<file path="src/rtl/pll_reconfig_pkg.sv">
// Shared types and widths for the PLL reconfiguration sequencer.
package pll_reconfig_pkg;

    localparam int unsigned NUM_OUTPUTS = 6;
    localparam int unsigned MULT_W      = 7;
    localparam int unsigned DIV_W       = 8;
    localparam int unsigned PHASE_W     = 9;
    localparam int unsigned IDX_W       = 3;

    typedef enum logic [3:0] {
        ST_IDLE,
        ST_START,
        ST_VCO,
        ST_VCO_WAIT,
        ST_OUT_SCAN,
        ST_OUT_CMD,
        ST_OUT_WAIT,
        ST_FINISH,
        ST_LOCK_WAIT,
        ST_DONE,
        ST_ERR
    } state_e;

    typedef enum logic [1:0] {
        ERR_NONE         = 2'd0,
        ERR_CMD_TIMEOUT  = 2'd1,
        ERR_LOCK_TIMEOUT = 2'd2
    } err_code_e;

    // States in which the timeout counter runs.
    function automatic logic is_wait_state(input state_e s);
        return (s == ST_VCO_WAIT) || (s == ST_OUT_WAIT) || (s == ST_LOCK_WAIT);
    endfunction

endpackage

</file>
<file path="src/rtl/pll_reconfig_sequencer_timeout.sv">
// Wait-state cycle counter; expired_c is high once the count reaches the limit.
module pll_timeout_counter #(
    parameter int unsigned CNT_W = 19
) (
    input  logic             clk,
    input  logic             rst_n,
    input  logic             i_clear,
    input  logic             i_enable,
    input  logic [CNT_W-1:0] i_limit,
    output logic             o_expired_c
);

    logic [CNT_W-1:0] r_count;

    assign o_expired_c = (r_count == i_limit);

    always_ff @(posedge clk or negedge rst_n) begin
        if (!rst_n) begin
            r_count <= '0;
        end else if (i_clear) begin
            r_count <= '0;
        end else if (i_enable && !o_expired_c) begin
            r_count <= r_count + CNT_W'(1);
        end
    end

endmodule

</file>
<file path="src/rtl/pll_reconfig_sequencer.sv">
// Drives one full runtime reconfiguration of the PLL: start, VCO command,
// per-output commands for the masked outputs, finish, then waits for relock.
module pll_reconfig_sequencer
    import pll_reconfig_pkg::*;
#(
    parameter int unsigned CMD_TIMEOUT  = 1024,
    parameter int unsigned LOCK_TIMEOUT = 262144
) (
    input  logic                             clk,
    input  logic                             rst_n,
    input  logic                             cfg_valid,
    output logic                             cfg_ready,
    input  logic [MULT_W-1:0]                cfg_vco_mult,
    input  logic [MULT_W-1:0]                cfg_vco_indiv,
    input  logic                             cfg_vco_bandwidth,
    input  logic [NUM_OUTPUTS-1:0]           cfg_out_mask,
    input  logic [NUM_OUTPUTS*DIV_W-1:0]     cfg_out_div,
    input  logic [NUM_OUTPUTS*PHASE_W-1:0]   cfg_out_phase,
    output logic                             done,
    output logic                             error,
    output logic [1:0]                       err_code,
    output logic                             pll_reconfig_start,
    output logic                             pll_reconfig_finish,
    output logic                             pll_reconfig_vco_en,
    output logic                             pll_reconfig_output_en,
    output logic [MULT_W-1:0]                pll_vco_mult,
    output logic [MULT_W-1:0]                pll_vco_indiv,
    output logic                             pll_vco_bandwidth,
    output logic [IDX_W-1:0]                 pll_output_idx,
    output logic [DIV_W-1:0]                 pll_output_div,
    output logic [PHASE_W-1:0]               pll_output_phase,
    input  logic                             pll_cmd_done,
    input  logic                             pll_busy,
    input  logic                             pll_locked
);

    localparam int unsigned MAX_TIMEOUT = (LOCK_TIMEOUT > CMD_TIMEOUT) ? LOCK_TIMEOUT : CMD_TIMEOUT;
    localparam int unsigned CNT_W       = $clog2(MAX_TIMEOUT + 1);

    state_e                                r_state, w_state_next;
    err_code_e                             r_err_code, w_err_next;
    logic [IDX_W-1:0]                      r_idx, w_idx_next;
    logic                                  w_accept;
    logic [NUM_OUTPUTS-1:0]                w_pending;
    logic [CNT_W-1:0]                      w_limit;
    logic                                  w_expired_c;
    logic                                  w_in_wait;

    logic [MULT_W-1:0]                     r_mult, r_indiv;
    logic                                  r_bw;
    logic [NUM_OUTPUTS-1:0]                r_mask;
    logic [NUM_OUTPUTS-1:0][DIV_W-1:0]     r_div;
    logic [NUM_OUTPUTS-1:0][PHASE_W-1:0]   r_phase;
    logic [IDX_W-1:0]                      r_out_idx;
    logic [DIV_W-1:0]                      r_out_div;
    logic [PHASE_W-1:0]                    r_out_phase;
    logic                                  r_ready, r_done, r_error;
    logic                                  r_start, r_finish, r_vco_en, r_output_en;

    // Outputs still to be programmed, starting at the current index.
    assign w_pending = r_mask >> r_idx;
    assign w_in_wait = is_wait_state(r_state);
    assign w_limit   = (r_state == ST_LOCK_WAIT) ? CNT_W'(LOCK_TIMEOUT) : CNT_W'(CMD_TIMEOUT);

    pll_timeout_counter #(
        .CNT_W (CNT_W)
    ) u_timeout (
        .clk         (clk),
        .rst_n       (rst_n),
        .i_clear     (!w_in_wait),
        .i_enable    (w_in_wait),
        .i_limit     (w_limit),
        .o_expired_c (w_expired_c)
    );

    always_ff @(posedge clk or negedge rst_n) begin
        if (!rst_n) begin
            r_state <= ST_IDLE;
        end else begin
            r_state <= w_state_next;
        end
    end

    // Next state; completion wins over a timeout expiring in the same cycle.
    always_comb begin
        w_state_next = r_state;
        w_idx_next   = r_idx;
        w_err_next   = r_err_code;
        w_accept     = 1'b0;
        unique case (r_state)
            ST_IDLE: begin
                if (cfg_valid) begin
                    w_accept     = 1'b1;
                    w_err_next   = ERR_NONE;
                    w_state_next = ST_START;
                end
            end
            ST_START: w_state_next = ST_VCO;
            ST_VCO:   w_state_next = ST_VCO_WAIT;
            ST_VCO_WAIT: begin
                if (pll_cmd_done) begin
                    w_idx_next   = '0;
                    w_state_next = ST_OUT_SCAN;
                end else if (w_expired_c) begin
                    w_err_next   = ERR_CMD_TIMEOUT;
                    w_state_next = ST_ERR;
                end
            end
            ST_OUT_SCAN: begin
                if (w_pending == '0) begin
                    w_state_next = ST_FINISH;
                end else if (w_pending[0]) begin
                    w_state_next = ST_OUT_CMD;
                end else begin
                    w_idx_next = r_idx + IDX_W'(1);
                end
            end
            ST_OUT_CMD: w_state_next = ST_OUT_WAIT;
            ST_OUT_WAIT: begin
                if (pll_cmd_done) begin
                    w_idx_next   = r_idx + IDX_W'(1);
                    w_state_next = ST_OUT_SCAN;
                end else if (w_expired_c) begin
                    w_err_next   = ERR_CMD_TIMEOUT;
                    w_state_next = ST_ERR;
                end
            end
            ST_FINISH: w_state_next = ST_LOCK_WAIT;
            ST_LOCK_WAIT: begin
                if (!pll_busy && pll_locked) begin
                    w_state_next = ST_DONE;
                end else if (w_expired_c) begin
                    w_err_next   = ERR_LOCK_TIMEOUT;
                    w_state_next = ST_ERR;
                end
            end
            ST_DONE: w_state_next = ST_IDLE;
            ST_ERR:  w_state_next = ST_IDLE;
            default: w_state_next = ST_IDLE;
        endcase
    end

    // Registered strobes, status, config latch and per-output command fields.
    always_ff @(posedge clk or negedge rst_n) begin
        if (!rst_n) begin
            r_ready     <= 1'b1;
            r_done      <= 1'b0;
            r_error     <= 1'b0;
            r_start     <= 1'b0;
            r_finish    <= 1'b0;
            r_vco_en    <= 1'b0;
            r_output_en <= 1'b0;
            r_err_code  <= ERR_NONE;
            r_idx       <= '0;
            r_mult      <= '0;
            r_indiv     <= '0;
            r_bw        <= 1'b0;
            r_mask      <= '0;
            r_div       <= '0;
            r_phase     <= '0;
            r_out_idx   <= '0;
            r_out_div   <= '0;
            r_out_phase <= '0;
        end else begin
            r_ready     <= (w_state_next == ST_IDLE);
            r_done      <= (w_state_next == ST_DONE);
            r_error     <= (w_state_next == ST_ERR);
            r_start     <= (w_state_next == ST_START);
            r_finish    <= (w_state_next == ST_FINISH);
            r_vco_en    <= (w_state_next == ST_VCO);
            r_output_en <= (w_state_next == ST_OUT_CMD);
            r_err_code  <= w_err_next;
            r_idx       <= w_idx_next;
            if (w_accept) begin
                r_mult  <= cfg_vco_mult;
                r_indiv <= cfg_vco_indiv;
                r_bw    <= cfg_vco_bandwidth;
                r_mask  <= cfg_out_mask;
                r_div   <= cfg_out_div;
                r_phase <= cfg_out_phase;
            end
            if (w_state_next == ST_OUT_CMD) begin
                r_out_idx   <= r_idx;
                r_out_div   <= r_div[r_idx];
                r_out_phase <= r_phase[r_idx];
            end
        end
    end

    assign cfg_ready              = r_ready;
    assign done                   = r_done;
    assign error                  = r_error;
    assign err_code               = r_err_code;
    assign pll_reconfig_start     = r_start;
    assign pll_reconfig_finish    = r_finish;
    assign pll_reconfig_vco_en    = r_vco_en;
    assign pll_reconfig_output_en = r_output_en;
    assign pll_vco_mult           = r_mult;
    assign pll_vco_indiv          = r_indiv;
    assign pll_vco_bandwidth      = r_bw;
    assign pll_output_idx         = r_out_idx;
    assign pll_output_div         = r_out_div;
    assign pll_output_phase       = r_out_phase;

endmodule

</file>
<file path="config.mk">
export PLATFORM = sky130hd
export DESIGN_NAME = pll_reconfig_sequencer
export DESIGN_NICKNAME = d
export VERILOG_FILES = /design/src/rtl/pll_reconfig_pkg.sv /design/src/rtl/pll_reconfig_sequencer_timeout.sv /design/src/rtl/pll_reconfig_sequencer.sv
export SDC_FILE = /design/constraint.sdc
export NUM_CORES = 1
export LEC_CHECK = 0
export ABC_CLOCK_PERIOD_IN_PS = 2600
export BUFFER_PORTS_ARGS = -buffer_cell sky130_fd_sc_hd__buf_4
export CELL_PAD_IN_SITES_DETAIL_PLACEMENT = 0
export CELL_PAD_IN_SITES_GLOBAL_PLACEMENT = 1
export CORE_AREA = 2 2 163 204
export DETAILED_ROUTE_END_ITERATION = 7
export DIE_AREA = 0 0 165 206
export PLACE_DENSITY = 0.55
export SYNTH_ARGS = -nofsm -noshare
export SYNTH_HDL_FRONTEND = slang
export SYNTH_SLANG_ARGS = --single-unit
</file>
<file path="constraint.sdc">
create_clock -name clk -period 2.6 [get_ports clk]
set_input_delay 0.26 -clock clk [delete_from_list [all_inputs] [get_ports clk]]
set_output_delay 0.26 -clock clk [all_outputs]
set_load 0.01 [all_outputs]
</file>
Word level (Yosys, flattened, before mapping):

Index checks and enable logic that the tools add are counted.

* add/subtract/negate cells: 2
* $lt $le $gt $ge: 1
* equal/unequal tests: 25
* shifts and indexed selects: 1
* mux-type cells: 27
* reduce and logical (&&, ||, !) cells: 14

Operators with widths (number)
* 19-bit two-way mux: 3
* 4-bit case mux with 8 select lines: 1
* 9-bit binary-select mux with 3-bit select: 1
* 8-bit binary-select mux with 3-bit select: 1
* 4-bit by 3-bit == test with 1-bit output, second input constant: 6
* 4-bit two-way mux: 6
* 19-bit by 1-bit adder with 19-bit output, second input constant: 1
* 19-bit == test: 1
* 2-bit != test, second input constant: 8
* 4-bit by 2-bit == test with 1-bit output, second input constant: 3
* 4-bit == test, second input constant: 3
* 3-bit two-way mux: 4
* 2-bit two-way mux: 5
* 9-bit two-way mux: 1
* 3-bit case mux with 3 select lines: 1
* 4-bit by 1-bit == test with 1-bit output, second input constant: 2
* 4-bit logical NOT: 2
* 8-bit two-way mux: 1
* 6-bit logical NOT: 1
* 2-bit case mux with 3 select lines: 1
* 6-bit AND reduction: 1
* 3-bit nonzero test: 2
* 6-bit by 3-bit >> shifter with 6-bit output: 1
* 5-bit AND reduction: 1
* other kinds (8): 13

* register bits: 178
* input port bits: 129
* logic and storage cells: 100

Depth between registers and ports, before layout:

* word-level depth: 7
* mapped depth: 10
* depth with buffers taken out: 8

Modules after synthesis:

A second synthesis with hierarchy kept.

* cell total of the unflattened synthesis: 901
* area total of the unflattened synthesis: 8339.2 µm²

By module, submodules not included
* pll_reconfig_sequencer: times used 1, cells each 767, area an instance 6985.4 µm², seq. area each 3980.1 µm²
* pll_timeout_counter: times used 1, cells each 134, area an instance 1353.8 µm², seq. area each 475.5 µm²

Worst setup path before layout:

Ideal clock, no wire load.

* path type: reg-to-reg
* start: register r_state[0]
* end: register r_ready (netlist: cfg_ready)
* setup time: 0.064 ns
* data arrival time: 2.146 ns
* required time: 2.536 ns
* setup slack: 0.390 ns
* stages on the path, launching flop included: 8
* period minus slack after synthesis: 2.210 ns
* path through: dfrtp_1 buf_2 nor4b_4 mux2i_1 nor2_4 or3_1 a211oi_1 and4bb_1

* word-level cells in the longest chain between the ends: 7

RTL lines
* from (decl): line pll_reconfig_sequencer.sv:40 `state_e r_state, w_state_next;`
* from (signal assigned): line pll_reconfig_sequencer.sv:80 `r_state <= w_state_next;`
* 4-bit == test: line pll_reconfig_sequencer.sv:63, pll_reconfig_sequencer.sv:90
* 19-bit two-way mux: line pll_reconfig_sequencer.sv:63 `assign w_limit = (r_state == ST_LOCK_WAIT) ? CNT_W'(LOCK_TIMEOUT) : CNT_W'(CMD_TIMEOUT);`
* 19-bit == test: line pll_reconfig_sequencer_timeout.sv:15 `assign o_expired_c = (r_count == i_limit);`
* 4-bit two-way mux: line pll_reconfig_sequencer.sv:104, pll_reconfig_sequencer.sv:123, pll_reconfig_sequencer.sv:132
* 4-bit two-way mux, on equally long branches: line pll_reconfig_sequencer.sv:130, pll_reconfig_sequencer.sv:120
* 4-bit case mux with 8 select lines (*): line pll_reconfig_sequencer.sv:90 `unique case (r_state)`
* 4-bit logical NOT (*): line pll_reconfig_sequencer.sv:165 `r_ready <= (w_state_next == ST_IDLE);`
* to (signal assigned): line pll_reconfig_sequencer.sv:165
* to (decl): line pll_reconfig_sequencer.sv:57 `logic r_ready, r_done, r_error;`

Every way passes the cells marked *; elsewhere a longest branch is shown, timed or not.
A chain may end at the register's enable or synchronous reset.

Final worst setup path:

* start: register r_state[1]
* end: register r_ready (netlist: cfg_ready)

Same word-level chain as after synthesis.

==> flow_summary.yaml <==
run_status:
  outcome: "finished, final reports clean"
yosys:
  synth-edff-count: 0
  seq_area_frac_synth: 0.564
  synth_warnings: 0
  synth.avg_cell_area_um2: 9.40
  ys_seq_elements: 178
  synth_ff_type: "dfrtp_1"
  syn_area_um2: 7900
  syn_inst: 841
  yosysTopAreaCell: "dfrtp_1"
  yosys-top-cells-area: "dfrtp_1, nand2_1, mux4_2"
  ys_types: 45
  synth_top_cell_area_share: 0.560
  syn_nets: 973
  synth-async-reset-ratio: 1.00
critical_path:
  crit_start: "r_state[1]"
  rr_startpoint: "r_state[1]"
  crit_family: "simple AND/OR/NAND/NOR gates"
  crit_chain: "nor4b_4 -> mux2i_1 -> nor2_4 -> or3_1 -> a211oi_1 -> and4bb_1"
  slowest_delay_ns: 0.48
  path_buf_inv: 0
  cp-end-kind: "flip-flop"
  critPathKind: "reg -> reg"
  setup.worst_path.start_class: "flip-flop"
  arrival_ns: 2.74
  cp_max_fo: 5
  crit_required_ns: 2.96
  crit_slowest_cell: "mux2i_1"
cells_and_area:
  nets: 1148
  drive_above_1_share: 0.266
  syn2layout_area_growth_pct: 31.6
  diodes: 0
  nFillCells: 3393
timing:
  final-setup-viol-count: 0
  fin_skew_ns: 0.00845
  max_freq_ghz: 0.420
  setup_slack_ns: 0.222
  setup_tns_ns: 0
  hold_viol: 0
  relSlewSlack: 0.566
  tightest_slew_ns: 0.646
  period_needed_ns: 2.38
  report.final.slew_viol_count: 0
  grt_setup_unrepaired: "false"
  fin_crit_sh: 0.915
global_routing:
  grt_pass1_vias: 6506
  antenna_found_initial: 0
  grt_use_total: 0.143
  grt-ovfl-total: 0
  grt_max_degree: 125
  grt_first_pass_wirelength_mm: 36.8
floorplanning:
  io_pins: 173
  dieArea_um2: 34000
  die_height_um: 206
  row_count: 74
  core-area_um2: 32300
  start_util: 0.245
  die-width_um: 165
route:
  wire_per_inst_um: 16.3
  via_per_inst: 4.35
  ant_nets: 0
  drc: 0
  vias: 6284
  wirelength_mm: 23.5
  drt-initial-drc-count: 248
  drt-pass1-iter-count: 5
run:
  drv_cap: 0
placed_design:
  gp_congestion: 0.783
  place_ws_ns: 0.225
  portBuffers: 172
  hpwlAfterDp_mm: 16.1
cts:
  htreeDepth: 4
  cts_buffers: 17
  cts.sinks: 178
  cts_resized: 0
  tritoncts: "built"
  clkLatencyLatePin_ns: 0.43
  cts_hold_buf: 7
  path_clk_slew_ns: 0.07
  cts_buffer_depth: 2
  post-cts-setup-buffer-count: 0
  ctsRootBufferMaster: "clkbuf_16"
pwr:
  power.density_nw_per_um2: 1080
  ir_drop_uv: 472
  leakage_nw: 5.17
hold_path:
  hold_start: "cfg_out_div[18]"
  hold_path_class: "in -> reg"
-- metal layers --
| metal | wire length [µm] | vias to the layer above | GRT usage | part of all wire |
|---|---|---|---|---|
| li1 | - | 3088 | - | - |
| met1 | 10300 | 3044 | 0.185 | 0.44 |
| met2 | 11500 | 124 | 0.234 | 0.49 |
| met3 | 1160 | 28 | 0.0355 | 0.049 |
| met4 | 489 | 0 | 0.0453 | 0.021 |
| met5 | 0 | - | 0 | 0 |
-- placed cells by master (no fill, tap or decap), drive strengths merged, types with 8 or more instances in the layout --
cell	n
mux2	22
dfrtp	177
nor2	64
mux4	17
clkbuf	23
a21oi	8
a221oi	17
inv	11
nand2	383
xor2	13
buf	194
-- registers in the layout, indices dropped and copies added, names as in the netlist, 2 cells and up --
name and count:
r_phase 54, r_div 48, u_timeout.r_count 19, pll_output_phase 9, pll_output_div 8, pll_vco_indiv 7
pll_vco_mult 7, r_mask 6, r_state 4, pll_output_idx 3, r_idx 3, err_code 2
-- power breakdown --
part	total, W	switching [W]	internal (W)
Combinational	0.00413	0.00217	0.00196
Clock	0.00254	0.00110	0.00144
Sequential	0.00454	0.000655	0.00389
Total	0.0112	0.00393	0.00728
-- final timing paths --
| check | endpoint | slack, ns | depth (start not counted) |
|---|---|---|---|
| min in group asynchronous | pll_vco_mult[6] | 0.37 | 2 |
| worst max-delay path | cfg_ready | 0.22 | 6 |
| worst min register to register | r_div[43] | 0.47 | 2 |
| worst max register to register | cfg_ready | 0.22 | 6 |
| worst min-delay path | r_div[18] | 0.02 | 3 |
| max in group asynchronous | r_idx[0] | 1.35 | 3 |
-- synth_stat cells, types with 4 or more instances --
cell type and n:
inv_1 6, xor2_1 13, inv_2 4, a221oi_1 17, o21ai_0 6, mux4_2 17, nor4_1 4, a21oi_1 8
dfrtp_1 177, clkbuf_1 36, nand3_1 6, mux2i_1 6, mux2_2 22, nor2b_1 6, nand2_1 383, nor3_1 7
nand4_1 4, buf_2 8, or3_1 7, nor2_1 63
-- worst min-delay path: stages --
cell	delay, ns
buf_4	0.08
nand2_1	0.04
nand2_1	0.04
-- logic make-up (layout without fill, tap and decap cells) --
group                    count (synthesis)  after routing  synth area share
AND/OR/NAND/NOR                        499            499             0.257
flip-flops                             178            178             0.564
XOR/XNOR                                15             15            0.0166
multiplexers                            45             45            0.0874
AO/OA/AOI/OAI                           44             44            0.0408
buffers and inverters                   56            243            0.0279
adder cells (fa/ha/maj)                  4              4           0.00602
-- through the flow --
step / power [W] / hold WS (ns) / util / cells / area (µm²)
global route: 0.0121 / 0.00854 / 0.322 / 1446 / 10400
finish: 0.0112 / 0.0165 / 0.322 / 1446 / 10400
detailed placement: 0.00881 / 0.314 / 0.302 / 1408 / 9770
global placement: 0.00877 / 0.310 / 0.302 / 1408 / 9770
floorplan: 0.00709 / -0.0356 / - / 841 / 7900
CTS: 0.0114 / 0.0000242 / 0.322 / 1446 / 10400
-- area by class of cell --
type	count	area (µm²)	area share
Sequential cell	178	4460	0.428
Multi-Input combinational cell	607	3240	0.312
Timing Repair Buffer	202	1580	0.152
Tap cell	418	523	0.0503
Clock buffer	22	454	0.0437
Clock inverter	9	108	0.0103
Inverter	10	40.0	0.00385
No activity file was read; power rests on OpenSTA's default activity.
